<file path="src/rtl/tile_pkg.sv">
// Shared types and width helpers for the tile index generator.
// Latency: n/a (package only). Backpressure: n/a.
// Holds the FSM state enum, the bound clamp and the index/config width rules.
package tile_pkg;

  typedef enum logic [1:0] {
    IDLE = 2'd0,
    RUN  = 2'd1,
    DONE = 2'd2
  } state_t;

  localparam int DEF_MAX_COLS  = 32;
  localparam int DEF_MAX_ROWS  = 32;
  localparam int DEF_MAX_TILES = 16;

  // Index width: enough bits for 0..max_val-1, never narrower than one bit.
  function automatic int idx_width(input int max_val);
    return (max_val > 1) ? $clog2(max_val) : 1;
  endfunction

  // Config width: enough bits to express the count max_val itself.
  function automatic int cfg_width(input int max_val);
    return $clog2(max_val + 1);
  endfunction

  // A zero or out-of-range count falls back to the maximum.
  function automatic int clamp_bound(input int val, input int max_val);
    return ((val == 0) || (val > max_val)) ? max_val : val;
  endfunction

endpackage

</file>
<file path="src/rtl/tile_index_gen_wrap_cnt.sv">
// Single-level wrapping counter with enable, clear and runtime bound.
// Latency: count updates 1 cycle after en; wrap is combinational. Backpressure: holds while en=0.
// Optional TILE_IDX_SERPENTINE_EN adds a down-count direction and restart-from-top.
module wrap_cnt #(
  parameter int W  = 5,
  parameter int BW = 6
) (
  input  logic          clk,
  input  logic          rst,
  input  logic          clr,
  input  logic          en,
`ifdef TILE_IDX_SERPENTINE_EN
  input  logic          dir_dn,
  input  logic          dir_dn_next,
`endif
  input  logic [BW-1:0] bound,
  output logic [W-1:0]  cnt,
  output logic          wrap
);

  localparam int XW = (BW > W) ? BW : W;

  logic [W-1:0]  cnt_q, cnt_d;
  logic [XW-1:0] top_val;
  logic          at_top;

  assign top_val = XW'(bound) - XW'(1);
  assign at_top  = (XW'(cnt_q) == top_val);

`ifdef TILE_IDX_SERPENTINE_EN
  assign wrap = dir_dn ? (cnt_q == '0) : at_top;

  // On wrap, restart at whichever end the following pass begins from.
  always_comb begin
    cnt_d = cnt_q;
    if (clr) begin
      cnt_d = '0;
    end else if (en) begin
      if (wrap) begin
        cnt_d = dir_dn_next ? top_val[W-1:0] : '0;
      end else if (dir_dn) begin
        cnt_d = cnt_q - W'(1);
      end else begin
        cnt_d = cnt_q + W'(1);
      end
    end
  end
`else
  assign wrap = at_top;

  always_comb begin
    cnt_d = cnt_q;
    if (clr) begin
      cnt_d = '0;
    end else if (en) begin
      cnt_d = wrap ? '0 : cnt_q + W'(1);
    end
  end
`endif

  always_ff @(posedge clk) begin
    if (rst) begin
      cnt_q <= '0;
    end else begin
      cnt_q <= cnt_d;
    end
  end

  assign cnt = cnt_q;

endmodule

</file>
<file path="src/rtl/tile_index_gen.sv">
// Three-level (col, row, tile) index sequencer with latched bounds; macro TILE_IDX_SERPENTINE_EN.
// Latency: first index valid 1 cycle after start; done pulses 1 cycle after the final handshake.
// Backpressure: valid/ready; indices and flags hold while ready is low.
module tile_index_gen
  import tile_pkg::*;
#(
  parameter  int MAX_COLS  = DEF_MAX_COLS,
  parameter  int MAX_ROWS  = DEF_MAX_ROWS,
  parameter  int MAX_TILES = DEF_MAX_TILES,
  localparam int CW  = idx_width(MAX_COLS),
  localparam int RW  = idx_width(MAX_ROWS),
  localparam int TW  = idx_width(MAX_TILES),
  localparam int CCW = cfg_width(MAX_COLS),
  localparam int CRW = cfg_width(MAX_ROWS),
  localparam int CTW = cfg_width(MAX_TILES)
) (
  input  logic           clk,
  input  logic           rst,
  input  logic           start,
  input  logic           abort,
  input  logic [CCW-1:0] cfg_cols,
  input  logic [CRW-1:0] cfg_rows,
  input  logic [CTW-1:0] cfg_tiles,
  input  logic           ready,
  output logic           valid,
  output logic [CW-1:0]  col_idx,
  output logic [RW-1:0]  row_idx,
  output logic [TW-1:0]  tile_idx,
  output logic           last_col,
  output logic           last_row,
  output logic           last,
  output logic           busy,
  output logic           done
);

  state_t         state_q, state_d;
  logic [CCW-1:0] cols_q, cols_d;
  logic [CRW-1:0] rows_q, rows_d;
  logic [CTW-1:0] tiles_q, tiles_d;

  logic hs, start_acc, clr;
  logic row_en, tile_en;
  logic col_wrap, row_wrap, tile_wrap;

  assign valid = (state_q == RUN);
  assign busy  = (state_q != IDLE);
  assign done  = (state_q == DONE);
  assign hs    = valid & ready;

  always_comb begin
    state_d   = state_q;
    cols_d    = cols_q;
    rows_d    = rows_q;
    tiles_d   = tiles_q;
    start_acc = 1'b0;
    case (state_q)
      IDLE: begin
        if (start && !abort) begin
          start_acc = 1'b1;
          state_d   = RUN;
          cols_d    = CCW'(clamp_bound(int'(cfg_cols),  MAX_COLS));
          rows_d    = CRW'(clamp_bound(int'(cfg_rows),  MAX_ROWS));
          tiles_d   = CTW'(clamp_bound(int'(cfg_tiles), MAX_TILES));
        end
      end
      RUN: begin
        // Abort outranks a coincident final handshake, so no done follows.
        if (abort) begin
          state_d = IDLE;
        end else if (hs && last) begin
          state_d = DONE;
        end
      end
      DONE:    state_d = IDLE;
      default: state_d = IDLE;
    endcase
  end

  always_ff @(posedge clk) begin
    if (rst) begin
      state_q <= IDLE;
      cols_q  <= '0;
      rows_q  <= '0;
      tiles_q <= '0;
    end else begin
      state_q <= state_d;
      cols_q  <= cols_d;
      rows_q  <= rows_d;
      tiles_q <= tiles_d;
    end
  end

  assign clr     = abort | start_acc;
  assign row_en  = hs & col_wrap;
  assign tile_en = row_en & row_wrap;

  // The final handshake wraps every level, which returns the indices to zero.
  assign last_col = valid & col_wrap;
  assign last_row = last_col & row_wrap;
  assign last     = last_row & tile_wrap;

`ifdef TILE_IDX_SERPENTINE_EN
  logic col_dn, col_dn_next;

  // Odd rows descend; a row wrap always lands on even row 0.
  assign col_dn      = row_idx[0];
  assign col_dn_next = row_wrap ? 1'b0 : ~row_idx[0];
`endif

  wrap_cnt #(.W(CW), .BW(CCW)) u_col (
    .clk         (clk),
    .rst         (rst),
    .clr         (clr),
    .en          (hs),
`ifdef TILE_IDX_SERPENTINE_EN
    .dir_dn      (col_dn),
    .dir_dn_next (col_dn_next),
`endif
    .bound       (cols_q),
    .cnt         (col_idx),
    .wrap        (col_wrap)
  );

  wrap_cnt #(.W(RW), .BW(CRW)) u_row (
    .clk         (clk),
    .rst         (rst),
    .clr         (clr),
    .en          (row_en),
`ifdef TILE_IDX_SERPENTINE_EN
    .dir_dn      (1'b0),
    .dir_dn_next (1'b0),
`endif
    .bound       (rows_q),
    .cnt         (row_idx),
    .wrap        (row_wrap)
  );

  wrap_cnt #(.W(TW), .BW(CTW)) u_tile (
    .clk         (clk),
    .rst         (rst),
    .clr         (clr),
    .en          (tile_en),
`ifdef TILE_IDX_SERPENTINE_EN
    .dir_dn      (1'b0),
    .dir_dn_next (1'b0),
`endif
    .bound       (tiles_q),
    .cnt         (tile_idx),
    .wrap        (tile_wrap)
  );

endmodule

</file>
<file path="config.mk">
export PLATFORM = sky130hd
export DESIGN_NAME = tile_index_gen
export DESIGN_NICKNAME = d
export VERILOG_FILES = /design/src/rtl/tile_pkg.sv /design/src/rtl/tile_index_gen_wrap_cnt.sv /design/src/rtl/tile_index_gen.sv
export SDC_FILE = /design/constraint.sdc
export NUM_CORES = 1
export LEC_CHECK = 0
export ABC_CLOCK_PERIOD_IN_PS = 3440
export BUFFER_PORTS_ARGS = -buffer_cell sky130_fd_sc_hd__buf_2
export CORE_MARGIN = 1.5
export CORE_UTILIZATION = 50
export CTS_CLUSTER_SIZE = 8
export DETAILED_ROUTE_END_ITERATION = 6
export PLACE_DENSITY = 0.81
export SYNTH_ARGS = -nofsm -noshare
export SYNTH_HDL_FRONTEND = slang
export SYNTH_SLANG_ARGS = --single-unit
</file>
<file path="constraint.sdc">
create_clock -name clk -period 3.44 [get_ports clk]
set_clock_uncertainty 0.05 [all_clocks]
set_input_delay 0.688 -clock clk [delete_from_list [all_inputs] [get_ports clk]]
set_output_delay 0.688 -clock clk [all_outputs]
set_load 0.02 [all_outputs]
</file>
Word level (Yosys, flattened, before mapping) --
Cells that the tools add are included. W data, S select, Z words.
Word-level totals: bits of input ports 22, output and inout port bits 20, RAM bits 0, bits in read-only memories 0, memories 0, word-level logic and storage cells 56, flip-flop bits (word level) 33, latch bits 0
Cells by class: reduce and logical (&&, ||, !) cells 14, div/mod/pow operators 0, shifts and indexed selects 0, add/subtract/negate cells 6, bitwise operators 7, $lt $le $gt $ge 3, equality and inequality tests 7, muxes and demuxes 12, multipliers 0
Operators with widths (number):
- $mux W5 | 3
- $eq A5 B6 Y1 | 2
- $gt A6 B6 Y1 const B | 2
- $logic_not A6 Y1 | 2
- $mux W6 | 2
- $sub A6 B1 Y6 const B | 2
- $add A5 B1 Y5 const B | 2
- $and A1 B1 Y1 | 6
- $mux W2 | 3
- $eq A4 B5 Y1 | 1
- $gt A5 B5 Y1 const B | 1
- $logic_not A5 Y1 | 1
- $sub A5 B1 Y5 const B | 1
- $add A4 B1 Y4 const B | 1
- $mux W4 | 1
- $pmux W2 S2 | 1
- $reduce_and A2 Y1 | 2
- $logic_or A1 B1 Y1 | 3
- $ne A3 B2 Y1 const B | 1
- $eq A2 B1 Y1 const B | 1
- $eq A2 B2 Y1 const B | 1
- $logic_and A1 B1 Y1 | 2
- $logic_not A2 Y1 | 1
- $mux W1 | 2
- 5 further kinds | 5

Longest topological paths before layout --
depth after elaboration 9, gate-level depth with buffers 9, depth with buffers taken out 8

Cells and area by module --
Synthesis repeated with hierarchy kept, for this count alone.
Second synthesis, totals: cells, all modules 233, area, all modules 2078.2 um^2
By module, submodules not included:
- tile_index_gen | seq. area each 380.4 um^2, area an instance 938.4 um^2, times used 1, cells an instance 98
- wrap_cnt (u_col ...) | seq. area each 100.1 um^2, area an instance 405.4 um^2, times used 2, cells an instance 50
- wrap_cnt (u_tile) | seq. area each 80.1 um^2, area an instance 329.1 um^2, times used 1, cells an instance 35

Worst setup path after synthesis --
OpenSTA, ideal clock, no wires.
path kind register -> output, from register tiles_q[0], to output port last, cell stages (with the launch flop) 8, required time 2.702 ns, buffers on the path 0, arrival 2.160 ns, setup slack 0.542 ns, path through dfxtp_1 -> inv_1 -> ha_1 -> nand2b_1 -> a211o_1 -> a2111oi_4 -> or3b_1 -> nor2_1
Between the ends: longest elaborated chain between the ends 3
RTL lines:
- start, declared | RTL line tile_index_gen.sv:39 | logic [CTW-1:0] tiles_q, tiles_d;
- start signal, assigned | RTL line tile_index_gen.sv:89 | tiles_q <= tiles_d;
- $sub A5 B1 Y5 | RTL line tile_index_gen_wrap_cnt.sv:27 | assign top_val = XW'(bound) - XW'(1);
- $eq A4 B5 Y1 | RTL line tile_index_gen_wrap_cnt.sv:28 | assign at_top = (XW'(cnt_q) == top_val);
- $and A1 B1 Y1 | RTL line tile_index_gen.sv:100 | assign last = last_row & tile_wrap;
- end, declared | RTL line tile_index_gen.sv:31 | output logic last,
Every way passes these cells.

Final worst setup path --
Ends and elaborated chain as after synthesis.

==> run_results.csv <==
group,metric,value,unit
route,detail_route.first_pass.iterations,4,
floorplan,design.die.area,4350,µm²
cts,cts.htree.levels,2,
cts,cts_buffers,5,
route,drtAntennaViolNets,0,
floorplan,num_rows,22,
grt,gr-usage-all-layers,0.211,
timing,setup_ws,0.241,ns
final_layout,final_cell_mix,"buf_2 (41), dfxtp_1 (33), a21oi_1 (24)",
route,vias_per_cell,5.56,
power_and_ir_drop,vdd_drop_max,0.000209,V
critical_path,crit_type,"reg2out",
timing,fin_crit,3.20,ns
worst_hold_path,min_path_type,"reg2reg",
critical_path,start_kind,"flip-flop",
cts,clockBufferDepth,2,
grt,grt_pass1_vias,1573,
power_and_ir_drop,p_seq_frac,0.493,
critical_path,worst_ep_arrival_time,2.46,ns
logic_synthesis,syn_area_per_cell,8.35,µm²
flow_run,drv_cap,0,
power_and_ir_drop,p_sw_frac,0.245,
logic_synthesis,async_flop_share,0,
timing,grt_setup_unrepaired,"false",
power_and_ir_drop,power_density,348,nW/µm²
floorplan,num_io_pins,42,
timing,worst_pin_slew,0.591,ns
power_and_ir_drop,p_switching,0.198,mW
grt,grt_max_degree,22,
place,pre_cts_ws,0.555,ns
power_and_ir_drop,p_int,0.612,mW
power_and_ir_drop,leakagePower,0.883,nW
final_layout,layout_commonest_cell,"buf_2",
timing,fmax,313,MHz
critical_path,crit_path_end_kind,"output pin",
timing,setup_viol,0,
cts,cts_tree,"built",
floorplan,coreArea,3740,µm²
power_and_ir_drop,pwr-share-clk,0.394,
timing,finalCritPeriodShare,0.930,
timing,setup_tns,0,ns
cts,ctsResizeCount,0,
logic_synthesis,synth_nets,266,
logic_synthesis,synth_ff_type,"dfxtp_1",
grt,antenna_found_initial,0,
route,drt_iter0_drc,113,
final_layout,drive_above_1_share,0.218,
final_layout,antenna_cells,0,
status,status,"completed",
cts,post_cts_buffers,0,
cts,cts_root_buf,"clkbuf_8",
logic_synthesis,yosysWarningCount,0,
route,num_vias,1824,
cts,ctsHoldBuffers,0,
cts,clkLatencyLatePin,0.28,ns
cts,cts.sinks,33,
power_and_ir_drop,totalPowerFinal,0.810,mW
grt,grt_pass1_wl,7.07,mm
route,drc,0,
power_and_ir_drop,comb_power_share,0.113,
logic_synthesis,synthDistinctLibCells,46,
critical_path,critPathMaxFanout,4,
timing,hold_viol_final,0,
route,wl,4.25,mm
place,io_buffers,41,
floorplan,initial_core_util,0.529,
route,wl_per_cell,13.0,µm
grt,grt-ovfl-total,0,
place,place_congestion,0.791,
floorplan,die_x,65.9,µm
place,place_area,2230,µm²
logic_synthesis,synth_edf_count,0,
logic_synthesis,ys_ff_latch,33,
logic_synthesis,synthCells,237,
logic_synthesis,ys_seq_area_frac,0.334,
cts,clk_pin_slew,0.06,ns
timing,max_slew_margin,0.605,
floorplan,die_h,65.9,µm
final_layout,fin_area,2330,µm²
logic_synthesis,netlist_area,1980,µm²
final_layout,syn_to_final_growth,17.6,%
place,dp_hpwl,3.12,mm
critical_path,cp.required,2.70,ns
timing,slew_violations,0,
final_layout,nNetsFinal,308,
==> worst paths after layout <==
kind | from | endpoint | slack [ns] | cells after the start
worst min-delay path | tiles_q[1] | tiles_q[1] | 0.42 | 2
worst min register to register | tiles_q[1] | tiles_q[1] | 0.42 | 2
worst max-delay path | tiles_q[0] | last | 0.24 | 8
worst max register to register | cols_q[0] | u_tile.cnt[3] | 0.72 | 8
==> metrics by stage <==
step                hold slack [ns]   util  instances
detailed placement            0.414  0.595        320
global route                  0.445  0.622        328
CTS                           0.421  0.622        328
finish                        0.419  0.622        328
floorplan                     0.395      -        237
global placement              0.410  0.595        320
==> synthesized netlist by cell type (2+ instances only) <==
cell type	n	area (µm²)
nand3_1	6	30.0
nand2_1	22	82.6
a31oi_1	2	12.5
nor3_1	13	65.1
clkbuf_1	7	26.3
xor2_1	5	43.8
or3b_1	3	26.3
and2_1	4	25.0
inv_1	12	45.0
nor2_1	17	63.8
or4b_1	4	40.0
dfxtp_1	33	661
nand4_1	2	12.5
nand3b_1	17	128
a211oi_1	2	15.0
or3_1	2	12.5
nor2b_1	3	18.8
o21ai_1	2	10.0
xnor2_1	14	123
ha_1	7	87.6
nand2b_1	4	25.0
a21oi_1	24	120
or4_1	6	45.0
a22oi_1	4	30.0
==> power groups by stage <==
stage	sequential (mW)	combinational (mW)	clock, mW
after floorplan	0.406	0.0647	0
after global placement	0.407	0.0902	0
after detailed placement	0.408	0.0917	0
after CTS	0.399	0.0921	0.324
after global routing	0.400	0.101	0.344
final	0.399	0.0915	0.319
==> critical path, cell delays in order (launching register included) <==
cell	delay, ns
dfxtp_1	0.37
inv_1	0.06
ha_1	0.24
nand2b_1	0.16
a211o_1	0.29
a2111oi_4	0.32
or3b_1	0.42
nor2_1	0.13
buf_2	0.18
==> cells by family (layout without fill, tap and decap cells) <==
kind of cell,after synthesis,in the layout,synth area share
xor+xnor,19,19,0.0841
buf+inv,21,64,0.0461
simple gates,113,113,0.338
compound gates,44,44,0.154
fa+ha+maj,7,7,0.0442
flops,33,33,0.334
==> area by class of cell <==
cell class / count / area [µm²]
well taps: 48 / 60.1
clock buffers: 7 / 96.3
repair buffers: 44 / 228
fillers: 348 / 1420
clock inverters: 1 / 5.00
flip-flops and latches: 33 / 661
multi-input cells: 183 / 1230
inverters: 12 / 45.0
==> state kept, by name (all words and copies together) (netlist names) <==
register / count
cols_q: 6
rows_q: 6
tiles_q: 5
u_col.cnt: 5
u_row.cnt: 5
u_tile.cnt: 4
state_q: 2
==> layer usage <==
layer | GRT usage | part of all wire | vias to the layer above
li1 | - | - | 937
met1 | 0.276 | 0.49 | 837
met2 | 0.331 | 0.45 | 44
met3 | 0.0392 | 0.041 | 6
met4 | 0.107 | 0.020 | 0
met5 | 0 | 0 | -
Power figures use the tool's default switching activity.
